## config.mk

```make
export PLATFORM = sky130hd
export DESIGN_NAME = ram_fifo_ctrl
export DESIGN_NICKNAME = d
export VERILOG_FILES = /design/src/rtl/ram_fifo_ctrl.sv
export SDC_FILE = /design/constraint.sdc
export NUM_CORES = 1
export LEC_CHECK = 0
export ABC_AREA = 0
export CAP_MARGIN = 30
export CORE_MARGIN = 3
export CORE_UTILIZATION = 25
export DETAILED_ROUTE_END_ITERATION = 10
export HOLD_SLACK_MARGIN = 0.12
export SYNTH_ARGS = -nofsm -noshare
export SYNTH_HDL_FRONTEND = slang
export SYNTH_SLANG_ARGS = --single-unit
export TNS_END_PERCENT = 30
```

## constraint.sdc

```tcl
create_clock -name clk -period 4.5 [get_ports clk]
set_input_delay 0.9 -clock clk [delete_from_list [all_inputs] [get_ports clk]]
set_output_delay 0.9 -clock clk [all_outputs]
set_load 0.05 [all_outputs]
```

## src/rtl/ram_fifo_ctrl.sv

```systemverilog
// ---------------------------------------------------------------------------
// ram_fifo_ctrl
//   Synchronous FIFO controller in front of a 64x8 dual-port RAM.
//   Port A of the RAM is the write port and port B is the read port. Port B
//   has a 1-cycle registered read. A 2-entry output buffer hides that latency,
//   so the controller moves 1 word/cycle in and 1 word/cycle out.
//
// Ports
//   clk          in   single clock for all logic and the RAM
//   rst          in   asynchronous, active-high reset
//   s_data       in   upstream write data
//   s_valid      in   upstream data valid
//   s_ready      out  accept; low while rst is high or the RAM is full
//   m_data       out  downstream data (head of the output buffer)
//   m_valid      out  m_data valid
//   m_ready      in   downstream accepts
//   ram_we_a     out  RAM port A write enable
//   ram_addr_a   out  RAM port A address
//   ram_data_a   out  RAM port A write data
//   ram_we_b     out  RAM port B write enable (always 0)
//   ram_addr_b   out  RAM port B address
//   ram_q_b      in   RAM port B registered read data
//   level        out  words held (RAM + in-flight read + output buffer)
//   almost_full  out  only with FIFO_AFULL_EN: registered, high when the RAM
//                     occupancy is >= AFULL_THR
//
// Optional feature macro: FIFO_AFULL_EN (undefined by default).
// ---------------------------------------------------------------------------
module ram_fifo_ctrl #(
  parameter int DATA_W    = 8,
  parameter int ADDR_W    = 6,
  parameter int AFULL_THR = 56
) (
  input  logic              clk,
  input  logic              rst,
  input  logic [DATA_W-1:0] s_data,
  input  logic              s_valid,
  output logic              s_ready,
  output logic [DATA_W-1:0] m_data,
  output logic              m_valid,
  input  logic              m_ready,
  output logic              ram_we_a,
  output logic [ADDR_W-1:0] ram_addr_a,
  output logic [DATA_W-1:0] ram_data_a,
  output logic              ram_we_b,
  output logic [ADDR_W-1:0] ram_addr_b,
  input  logic [DATA_W-1:0] ram_q_b,
  output logic [ADDR_W:0]   level
`ifdef FIFO_AFULL_EN
  ,
  output logic              almost_full
`endif
);

  // RAM occupancy value meaning "all DEPTH entries in use".
  localparam logic [ADDR_W:0] DEPTH_CNT = {1'b1, {ADDR_W{1'b0}}};

  // The threshold must be a reachable RAM occupancy.
  if (AFULL_THR < 1 || AFULL_THR > (1 << ADDR_W)) begin : g_bad_afull_thr
    $error("ram_fifo_ctrl: AFULL_THR out of range");
  end

  // -------------------------------------------------------------------------
  // State
  // -------------------------------------------------------------------------
  logic [ADDR_W-1:0] wr_ptr_q,   wr_ptr_d;
  logic [ADDR_W-1:0] rd_ptr_q,   rd_ptr_d;
  logic [ADDR_W:0]   ram_cnt_q,  ram_cnt_d;
  logic [ADDR_W:0]   level_q,    level_d;
  logic              pend_q,     pend_d;
  logic [1:0]        obuf_cnt_q, obuf_cnt_d;
  logic [DATA_W-1:0] obuf0_q,    obuf0_d;
  logic [DATA_W-1:0] obuf1_q,    obuf1_d;

  logic              push;
  logic              pop;
  logic              issue;
  logic [2:0]        obuf_next_occ;

  // -------------------------------------------------------------------------
  // Handshakes
  // -------------------------------------------------------------------------
  assign s_ready = ~rst & (ram_cnt_q != DEPTH_CNT);
  assign m_valid = (obuf_cnt_q != 2'd0);
  assign m_data  = obuf0_q;
  assign level   = level_q;

  assign push = s_valid & s_ready;
  assign pop  = m_valid & m_ready;

  // Output buffer occupancy once the current pop and the in-flight read have
  // settled. A new read may only be issued if its word will have a free slot
  // on the edge after next, so this must stay below 2.
  assign obuf_next_occ = {1'b0, obuf_cnt_q} + {2'b00, pend_q} - {2'b00, pop};
  assign issue         = (ram_cnt_q != '0) & (obuf_next_occ < 3'd2);

  // -------------------------------------------------------------------------
  // RAM interface (combinational). Reads are issued only when ram_cnt > 0
  // and writes are blocked at ram_cnt = DEPTH, so the two ports never address
  // the same entry in the same cycle.
  // -------------------------------------------------------------------------
  assign ram_we_a   = push;
  assign ram_addr_a = wr_ptr_q;
  assign ram_data_a = s_data;
  assign ram_we_b   = 1'b0;
  assign ram_addr_b = rd_ptr_q;

  // -------------------------------------------------------------------------
  // Next-state logic
  // -------------------------------------------------------------------------
  always_comb begin
    wr_ptr_d   = wr_ptr_q + ADDR_W'(push);
    rd_ptr_d   = rd_ptr_q + ADDR_W'(issue);
    ram_cnt_d  = ram_cnt_q + (ADDR_W+1)'(push) - (ADDR_W+1)'(issue);
    level_d    = level_q + (ADDR_W+1)'(push) - (ADDR_W+1)'(pop);
    pend_d     = issue;
    obuf_cnt_d = obuf_cnt_q + {1'b0, pend_q} - {1'b0, pop};
    obuf0_d    = obuf0_q;
    obuf1_d    = obuf1_q;

    // pend_q marks that ram_q_b carries the word read on the previous edge.
    // Pop shifts the buffer first, then the returning word fills the first
    // free slot, which keeps the order intact when both happen together.
    // When the buffer empties, obuf0 keeps its value so m_data holds.
    if (pop) begin
      if (obuf_cnt_q == 2'd2) begin
        obuf0_d = obuf1_q;
      end
      if (pend_q) begin
        if (obuf_cnt_q == 2'd2) begin
          obuf1_d = ram_q_b;
        end else begin
          obuf0_d = ram_q_b;
        end
      end
    end else if (pend_q) begin
      if (obuf_cnt_q == 2'd0) begin
        obuf0_d = ram_q_b;
      end else begin
        obuf1_d = ram_q_b;
      end
    end
  end

  // -------------------------------------------------------------------------
  // Registers
  // -------------------------------------------------------------------------
  always_ff @(posedge clk or posedge rst) begin
    if (rst) begin
      wr_ptr_q   <= '0;
      rd_ptr_q   <= '0;
      ram_cnt_q  <= '0;
      level_q    <= '0;
      pend_q     <= 1'b0;
      obuf_cnt_q <= '0;
      obuf0_q    <= '0;
      obuf1_q    <= '0;
    end else begin
      wr_ptr_q   <= wr_ptr_d;
      rd_ptr_q   <= rd_ptr_d;
      ram_cnt_q  <= ram_cnt_d;
      level_q    <= level_d;
      pend_q     <= pend_d;
      obuf_cnt_q <= obuf_cnt_d;
      obuf0_q    <= obuf0_d;
      obuf1_q    <= obuf1_d;
    end
  end

`ifdef FIFO_AFULL_EN
  // -------------------------------------------------------------------------
  // Almost-full flag, registered from the post-edge RAM occupancy.
  // -------------------------------------------------------------------------
  localparam logic [ADDR_W:0] AFULL_LVL = (ADDR_W+1)'(AFULL_THR);

  logic almost_full_q;

  always_ff @(posedge clk or posedge rst) begin
    if (rst) begin
      almost_full_q <= 1'b0;
    end else begin
      almost_full_q <= (ram_cnt_d >= AFULL_LVL);
    end
  end

  assign almost_full = almost_full_q;
`endif

endmodule

```

# Yosys cells after proc, flatten, opt, wreduce, memory -nomap -nowiden
# Index checks and enable logic that the tools add are counted.
op_classes:
  n_eq_ne: 4
  bitwise_logic: 5
  magnitude_cmp: 1
  reduce_logical: 7
  n_mux: 11
  add_sub_neg: 10
ops:
  columns: ["operator", "n"]
  rows:
  - ["$mux W8", 11]
  - ["$add A7 B1 Y7", 2]
  - ["$sub A7 B1 Y7", 2]
  - ["$add A6 B1 Y6", 2]
  - ["$ne A7 B7 Y1 const B", 1]
  - ["$reduce_bool A7 Y1", 1]
  - ["$reduce_bool A2 Y1", 3]
  - ["$and A1 B1 Y1", 4]
  - ["$add A2 B1 Y3", 1]
  - ["$lt A3 B2 Y1 const B", 1]
  - ["$reduce_and A3 Y1", 1]
  - ["$sub A3 B1 Y3", 1]
  - ["$add A2 B1 Y2", 1]
  - ["$eq A2 B2 Y1 const B", 1]
  - ["$logic_not A2 Y1", 1]
  - ["$ne A2 B1 Y1 const B", 1]
  - ["$ne A2 B2 Y1 const B", 1]
  - ["$reduce_and A2 Y1", 1]
  - ["$sub A2 B1 Y2", 1]
  - ["$not A1 Y1", 1]
word_totals:
  out_inout_bits: 39
  inputBits: 20
  regBits: 45

# Longest topological paths before layout
# Gate-level depths: netlist of the first run.
logic_depth:
  depth_word: 6
  ltp_mapped: 16
  mapped_depth_nobuf: 15

# Worst setup path after synthesis of the first run
# Ideal clock, no wire load.
synth_timing:
  path_kind: "input-to-reg"
  from: "input m_ready"
  to: "register ram_cnt_q[6]"
  slack_ns: 0.600
  stages: 16
  n_path_buf: 1
  setup_ns: 0.125
  arrival_time_ns: 3.775
  path_cell_list: "buf_2 nand2_1 mux2i_1 ha_1 inv_1 fa_1 inv_1 nor3_1 ha_1 inv_1 ha_1 fa_1 a211o_1 a31oi_1 o21bai_1 xnor2_1"
synth_between:
  elab_chain_cells: 5
synth_lines:
  columns: ["item", "line", "text"]
  rows:
  - ["start: declaration", "41", "input logic m_ready,"]
  - ["$and A1 B1 Y1", "89", "assign pop = m_valid & m_ready;"]
  - ["$sub A3 B1 Y3", "94", "assign obuf_next_occ = {1'b0, obuf_cnt_q} + {2'b00, pend_q} - {2'b00, pop};"]
  - ["$lt A3 B2 Y1", "95", "assign issue = (ram_cnt_q != '0) & (obuf_next_occ < 3'd2);"]
  - ["$and A1 B1 Y1", "95", null]
  - ["net issue", "77", "logic issue;"]
  - ["$sub A7 B1 Y7", "114", "ram_cnt_d = ram_cnt_q + (ADDR_W+1)'(push) - (ADDR_W+1)'(issue);"]
  - ["net ram_cnt_d[6]", "68", "logic [ADDR_W:0] ram_cnt_q, ram_cnt_d;"]
  - ["end signal: assignment", "161", "ram_cnt_q <= ram_cnt_d;"]
  - ["end: declaration", "68", null]
# The timed path passes the listed nets, and every way through them passes these cells.
# A chain may end at the register's enable or synchronous reset.

# Final worst setup path of the first run
# Ends and elaborated chain as after synthesis.

==> metrics, run 1 <==
Core Area 9330 um2; # fillers 969; Critical Setup Path Class primary input to register; Synth area leaders dfrtp_1 47%, ha_1 10%, xor2_1 4.0%; multi-input logic area approximately 1100 um2; post-synth top area cell dfrtp_1; crit end category register; total die area 10900 um2; drt wl/cell 12.0 um; CP arrival 4.17 ns; Skew-Pair Late Insertion Delay roughly 0.3 ns; RSZ-0062 raised after global routing false; Commonest cells post-synth 45 x dfrtp_1, 23 x inv_1, 20 x ha_1; Max Freq between 200 and 300 MHz; Site Rows 35; I/O pin count 59; area grow syn2layout 26.7%; hold buffer count at cts 0; Bufs on Longest Clock Path 2; H-tree depth 2; Avg Cell Area, Syn between 10 and 15 um2; most numerous cell in the Yosys netlist dfrtp_1; fraction of layout cells with a size suffix above 1 10.4%; die height 104 um; share of the synthesized area in the top cell type between 40% and 50%; met2 usage ~15%; PortBufs 41; Worst Path Required about 4.7 ns; Tmin final 3.99 ns; Final setup viols 0; Seq. cell area roughly 1100 um2; antenna violations before repair 0; TritonRoute pass-1 iters 4; Top Usage Layer GRT met2; M1 GR Usage between 10% and 20%; Slew Viols, Final 0; worst min-delay path category register to register; Post-Syn Area ~2400 um2; post-CTS setup buffer count 0; post-cts resize count 0; instance count of the mapped netlist 220; TritonCTS clock tree done; Final Cycle Share 88.7%; largest net degree at the start of global routing 38; HPWL after DPL 3430 um; DIE WIDTH around 100 um; syn nets 263; Vias approximately 1.7k; GP Congestion ~0.8; NumNets Final 302; Initial Util 25.9%; TritonCTS Buffers 5; Final TNS setup 0 ns; sequential fraction of the synthesis area 46.7%; via count of the first global-routing pass ~1.6k; ys async rst share 100%; clk slew on worst S/H paths 0.09 ns; final hold vios 0; antenna-violating nets left 0; first-pass GRT wire length 7890 um; Synth cell types 42; Worst Skew 0.00830 ns; peak fanout along the critical path 6; Post-synth top flop dfrtp_1; Post-synth EDFFs 0; Vias/cell 4.27; Tot GR Track Use about 9%; met3 usage under 10%; Worst slew margin 61.6%; total wire length ~4700 um; Worst Setup Start Kind primary input; initial DRC count 52; Ant. Diodes 0; Yosys reg bits 45; clock root cell clkbuf_8; CTS Sinks 45; yosys warns 0; grt ovf 0; # Max-Cap Violations 0; Slew @ Worst Pin about 0.58 ns; drc violations 0; run status finished, final reports clean
## path summary, 6_finish.rpt
kind                                              start                 endpoint  slack (ns)  cells after the start
worst max-delay path                            m_ready   ram_cnt_q[6]$_DFF_PP0_        0.51                     16
worst min-delay path            ram_addr_b[5]$_DFF_PP0_  ram_addr_b[5]$_DFF_PP0_        0.48                      1
worst max register to register  obuf_cnt_q[0]$_DFF_PP0_   ram_cnt_q[6]$_DFF_PP0_        0.90                     14
worst min register to register  ram_addr_b[5]$_DFF_PP0_  ram_addr_b[5]$_DFF_PP0_        0.48                      1
max in group asynchronous                           rst       level[6]$_DFF_PP0_        3.18                      3
min in group asynchronous                           rst  ram_addr_a[2]$_DFF_PP0_        0.86                      2
## placed cells by master, fill, tap and decap left out, types with 2 or more instances in the layout
master,n
nor2_1,7
and3_1,2
clkbuf_8,5
nand2_1,6
nor3_1,3
mux2_2,8
o21bai_1,2
o21ai_0,16
a21o_1,3
fa_1,3
o31ai_1,2
a31oi_1,2
buf_4,3
a21oi_1,6
nand3_1,4
o21a_1,7
xor2_1,11
clkdlybuf4s50_1,41
o22ai_1,6
a211oi_1,2
xnor2_1,8
inv_1,22
and2_1,2
ha_1,20
dfrtp_1,45
nand2b_1,3
## final cells by class
| class | count | area share [%] |
|---|---|---|
| multi-input cells | 139 | 36.4 |
| clock inverters | 3 | 1.52 |
| flip-flops and latches | 45 | 36.9 |
| clock buffers | 5 | 2.25 |
| repair buffers | 45 | 14.8 |
| inverters | 23 | 2.83 |
| well taps | 129 | 5.28 |
## kinds of logic after synthesis
logic type / share of synthesized area (%)
adder cells (fa/ha/maj): 12.9
XOR/XNOR: 6.90
flip-flops: 46.7
multiplexers: 4.15
buffers and inverters: 7.16
AND/OR/NAND/NOR: 7.88
other: 0.155
AO/OA/AOI/OAI: 14.2
## layer usage
layer | wire [um] | vias up
li1 | - | 817
met1 | 2180 | 806
met2 | 2180 | 33
met3 | 232 | 6
met4 | 55 | 0
met5 | 0 | -
## per-stage QoR
step / cell area, um2 / hold slack [ns] / utilization [%] / instances / setup WS (ns)
3_5_place_dp: 2940 / 0.468 / 31.5 / 381 / 0.197
3_3_place_gp: 2920 / 0.461 / 31.3 / 380 / 0.259
5_1_grt: 3060 / 0.516 / 32.8 / 389 / 0.280
4_1_cts: 3060 / 0.484 / 32.8 / 389 / 0.506
2_1_floorplan: 2410 / 0.472 / - / 220 / 0.600
6_report: 3060 / 0.478 / 32.8 / 389 / 0.511
## sequential cells by signal (all words and copies together) (netlist names)
register	flops
level	7
ram_addr_b	6
m_data	8
obuf_cnt_q	2
obuf1_q	8
pend_q	1
ram_cnt_q	7
ram_addr_a	6
## critical path, stage by stage
cell,delay (ns)
clkdlybuf4s50_1,0.45
buf_4,0.18
mux2i_1,0.15
ha_1,0.18
inv_1,0.05
fa_1,0.47
inv_1,0.05
nor3_1,0.25
ha_1,0.16
inv_1,0.04
ha_1,0.21
fa_1,0.43
a211o_1,0.28
a31oi_1,0.16
o21bai_1,0.09
xnor2_1,0.12
Power of run 1 is not shown: default switching activity piles up to over one toggle a cycle in this logic, so the estimate is an artifact.
==> run 2: changes to the inputs <==
- CORE_UTILIZATION: 25 -> 49
- PLACE_DENSITY: unset -> 0.79
==> metrics, run 2 (synthesis gave the netlist of run 1 again) <==
initial DRC count 45 (was 52); met2 usage 27.4% (was 14.9%); Worst Skew 0.0105 ns (was 0.00830 ns); DIE WIDTH 76.2 um (was 104 um); Core Area 4560 um2 (was 9330 um2); Final Cycle Share 87.3% (was 88.7%); H-tree depth 2 (unchanged); Tot GR Track Use 16.2% (was 9.01%); CP arrival 4.11 ns (was 4.17 ns); worst reg2reg setup slack 0.93 ns (was 0.90 ns); WHS Path Cells 1 (unchanged); worst min-delay path category register to register (unchanged); TritonCTS Buffers 5 (unchanged); NumNets Final 302 (unchanged); crit end category register (unchanged); # Max-Cap Violations 0 (unchanged); Worst slew margin 59.8% (was 61.6%); met3 usage 4.49% (was 2.92%); Final setup viols 0 (unchanged); post-CTS setup buffer count 0 (unchanged); Bufs on Longest Clock Path 2 (unchanged); Tmin final 3.93 ns (was 3.99 ns); HPWL after DPL 3040 um (was 3430 um); TritonRoute pass-1 iters 4 (unchanged); RSZ-0062 raised after global routing false (unchanged); CTS Sinks 45 (unchanged); Top Usage Layer GRT met2 (unchanged); Initial Util 52.9% (was 25.9%); Critical Setup Path Class primary input to register (unchanged); largest net degree at the start of global routing 46 (was 38); antenna violations before repair 0 (unchanged); total wire length 4190 um (was 4660 um); Slew Viols, Final 0 (unchanged); clock root cell clkbuf_8 (unchanged); commonest non-fill, non-tap cell in the layout dfrtp_1 (unchanged); hold endpoint ram_addr_a[5]$_DFF_PP0_ (was ram_addr_b[5]$_DFF_PP0_); TritonCTS clock tree done (unchanged); grt ovf 0 (unchanged); peak fanout along the critical path 3 (was 6); R2R Path Start obuf_cnt_q[0]$_DFF_PP0_ (unchanged); hold buffer count at cts 0 (unchanged); post-cts resize count 0 (unchanged); Max Freq 254 MHz (was 251 MHz); Slew @ Worst Pin 0.603 ns (was 0.576 ns); Site Rows 24 (was 35); Skew-Pair Late Insertion Delay 0.30 ns (about the same); Worst Setup Start Kind primary input (unchanged); Worst Path Required 4.68 ns (about the same); M1 GR Usage 19.9% (was 11.2%); clk slew on worst S/H paths 0.08 ns (was 0.09 ns); Ant. Diodes 0 (unchanged); first-pass GRT wire length 7730 um (was 7890 um); die height 76.2 um (was 104 um); Final TNS setup 0 ns (unchanged); fraction of layout cells with a size suffix above 1 10.0% (was 10.4%); area grow syn2layout 22.9% (was 26.7%); total die area 5800 um2 (was 10900 um2); I/O pin count 59 (unchanged); # fillers 380 (was 969); worst r2r dst ram_cnt_q[6]$_DFF_PP0_ (unchanged); commonest cells after routing, fill and taps aside 45 x dfrtp_1, 41 x clkdlybuf4s50_1, 22 x inv_1, 20 x ha_1, 16 x o21ai_0 (unchanged); hold path start ram_addr_a[5]$_DFF_PP0_ (was ram_addr_b[5]$_DFF_PP0_); drt wl/cell 12.9 um (was 12.0 um); Vias 1680 (was 1662); worst-case reg-to-reg path depth 14 (unchanged); final hold vios 0 (unchanged); via count of the first global-routing pass 1724 (was 1635); Vias/cell 5.19 (was 4.27); GP Congestion 0.789 (was 0.801); antenna-violating nets left 0 (unchanged); run status finished, final reports clean (unchanged); PortBufs 41 (unchanged); drc violations 0 (unchanged)
==> run 2: cell types whose count changed in the layout (fill, tap and decap cells not counted) <==
cell,previous run,this run
clkinvlp_4,1,0
clkinv_4,1,0
clkinv_2,0,1
==> run 2: how the worst max path moves through the flow <==
| stage | startpoint | endpoint | cells after the start |
|---|---|---|---|
| after floorplan | m_ready | ram_cnt_q[6]$_DFF_PP0_ | 16 |
| after global placement | m_ready | ram_cnt_q[6]$_DFF_PP0_ | 16 |
| after detailed placement | m_ready | ram_cnt_q[6]$_DFF_PP0_ | 16 |
| after CTS | m_ready | ram_cnt_q[6]$_DFF_PP0_ | 16 |
| after global routing | m_ready | ram_cnt_q[6]$_DFF_PP0_ | 16 |
| final | m_ready | ram_cnt_q[6]$_DFF_PP0_ | 16 |
==> run 2: final cells by class <==
| class | instances | area, um2 | area share, % |
|---|---|---|---|
| timing repair buffer | 45 | 453 | 15.3 |
| clock buffer | 5 | 68.8 | 2.32 |
| clock inverter | 2 | 35.0 | 1.18 |
| tap | 65 | 81.3 | 2.74 |
| multi-input combinational | 139 | 1110 | 37.6 |
| sequential | 45 | 1130 | 38.0 |
| inverter | 23 | 86.3 | 2.91 |
==> run 2: through the flow <==
step / std cells / hold WS, ns / cell area (um2) / utilization, % / setup WS (ns)
6_report: 324 / 0.473 / 2960 / 64.9 / 0.571
5_1_grt: 324 / 0.504 / 2960 / 64.9 / 0.289
4_1_cts: 323 / 0.477 / 2940 / 64.5 / 0.572
3_5_place_dp: 316 / 0.465 / 2840 / 62.2 / 0.253
3_3_place_gp: 316 / 0.461 / 2840 / 62.2 / 0.332
2_1_floorplan: 220 / 0.472 / 2410 / - / 0.600
==> run 2: critical path: stages <==
cell and delay, ns:
clkdlybuf4s50_1 0.51, nand2_1 0.08, mux2i_1 0.15, ha_1 0.16, inv_1 0.04, fa_1 0.47
inv_1 0.05, nor3_1 0.24, ha_1 0.16, inv_1 0.04, ha_1 0.21, fa_1 0.43
a211o_1 0.28, a31oi_1 0.16, o21bai_1 0.09, xnor2_1 0.12
==> run 2: metal layers <==
metal  vias up  wire, um
met3         7       209
met4         0        70
li1        816         -
met2        38      1980
met1       819      1930
met5         -         0
Power of run 2 is left out for the same reason.
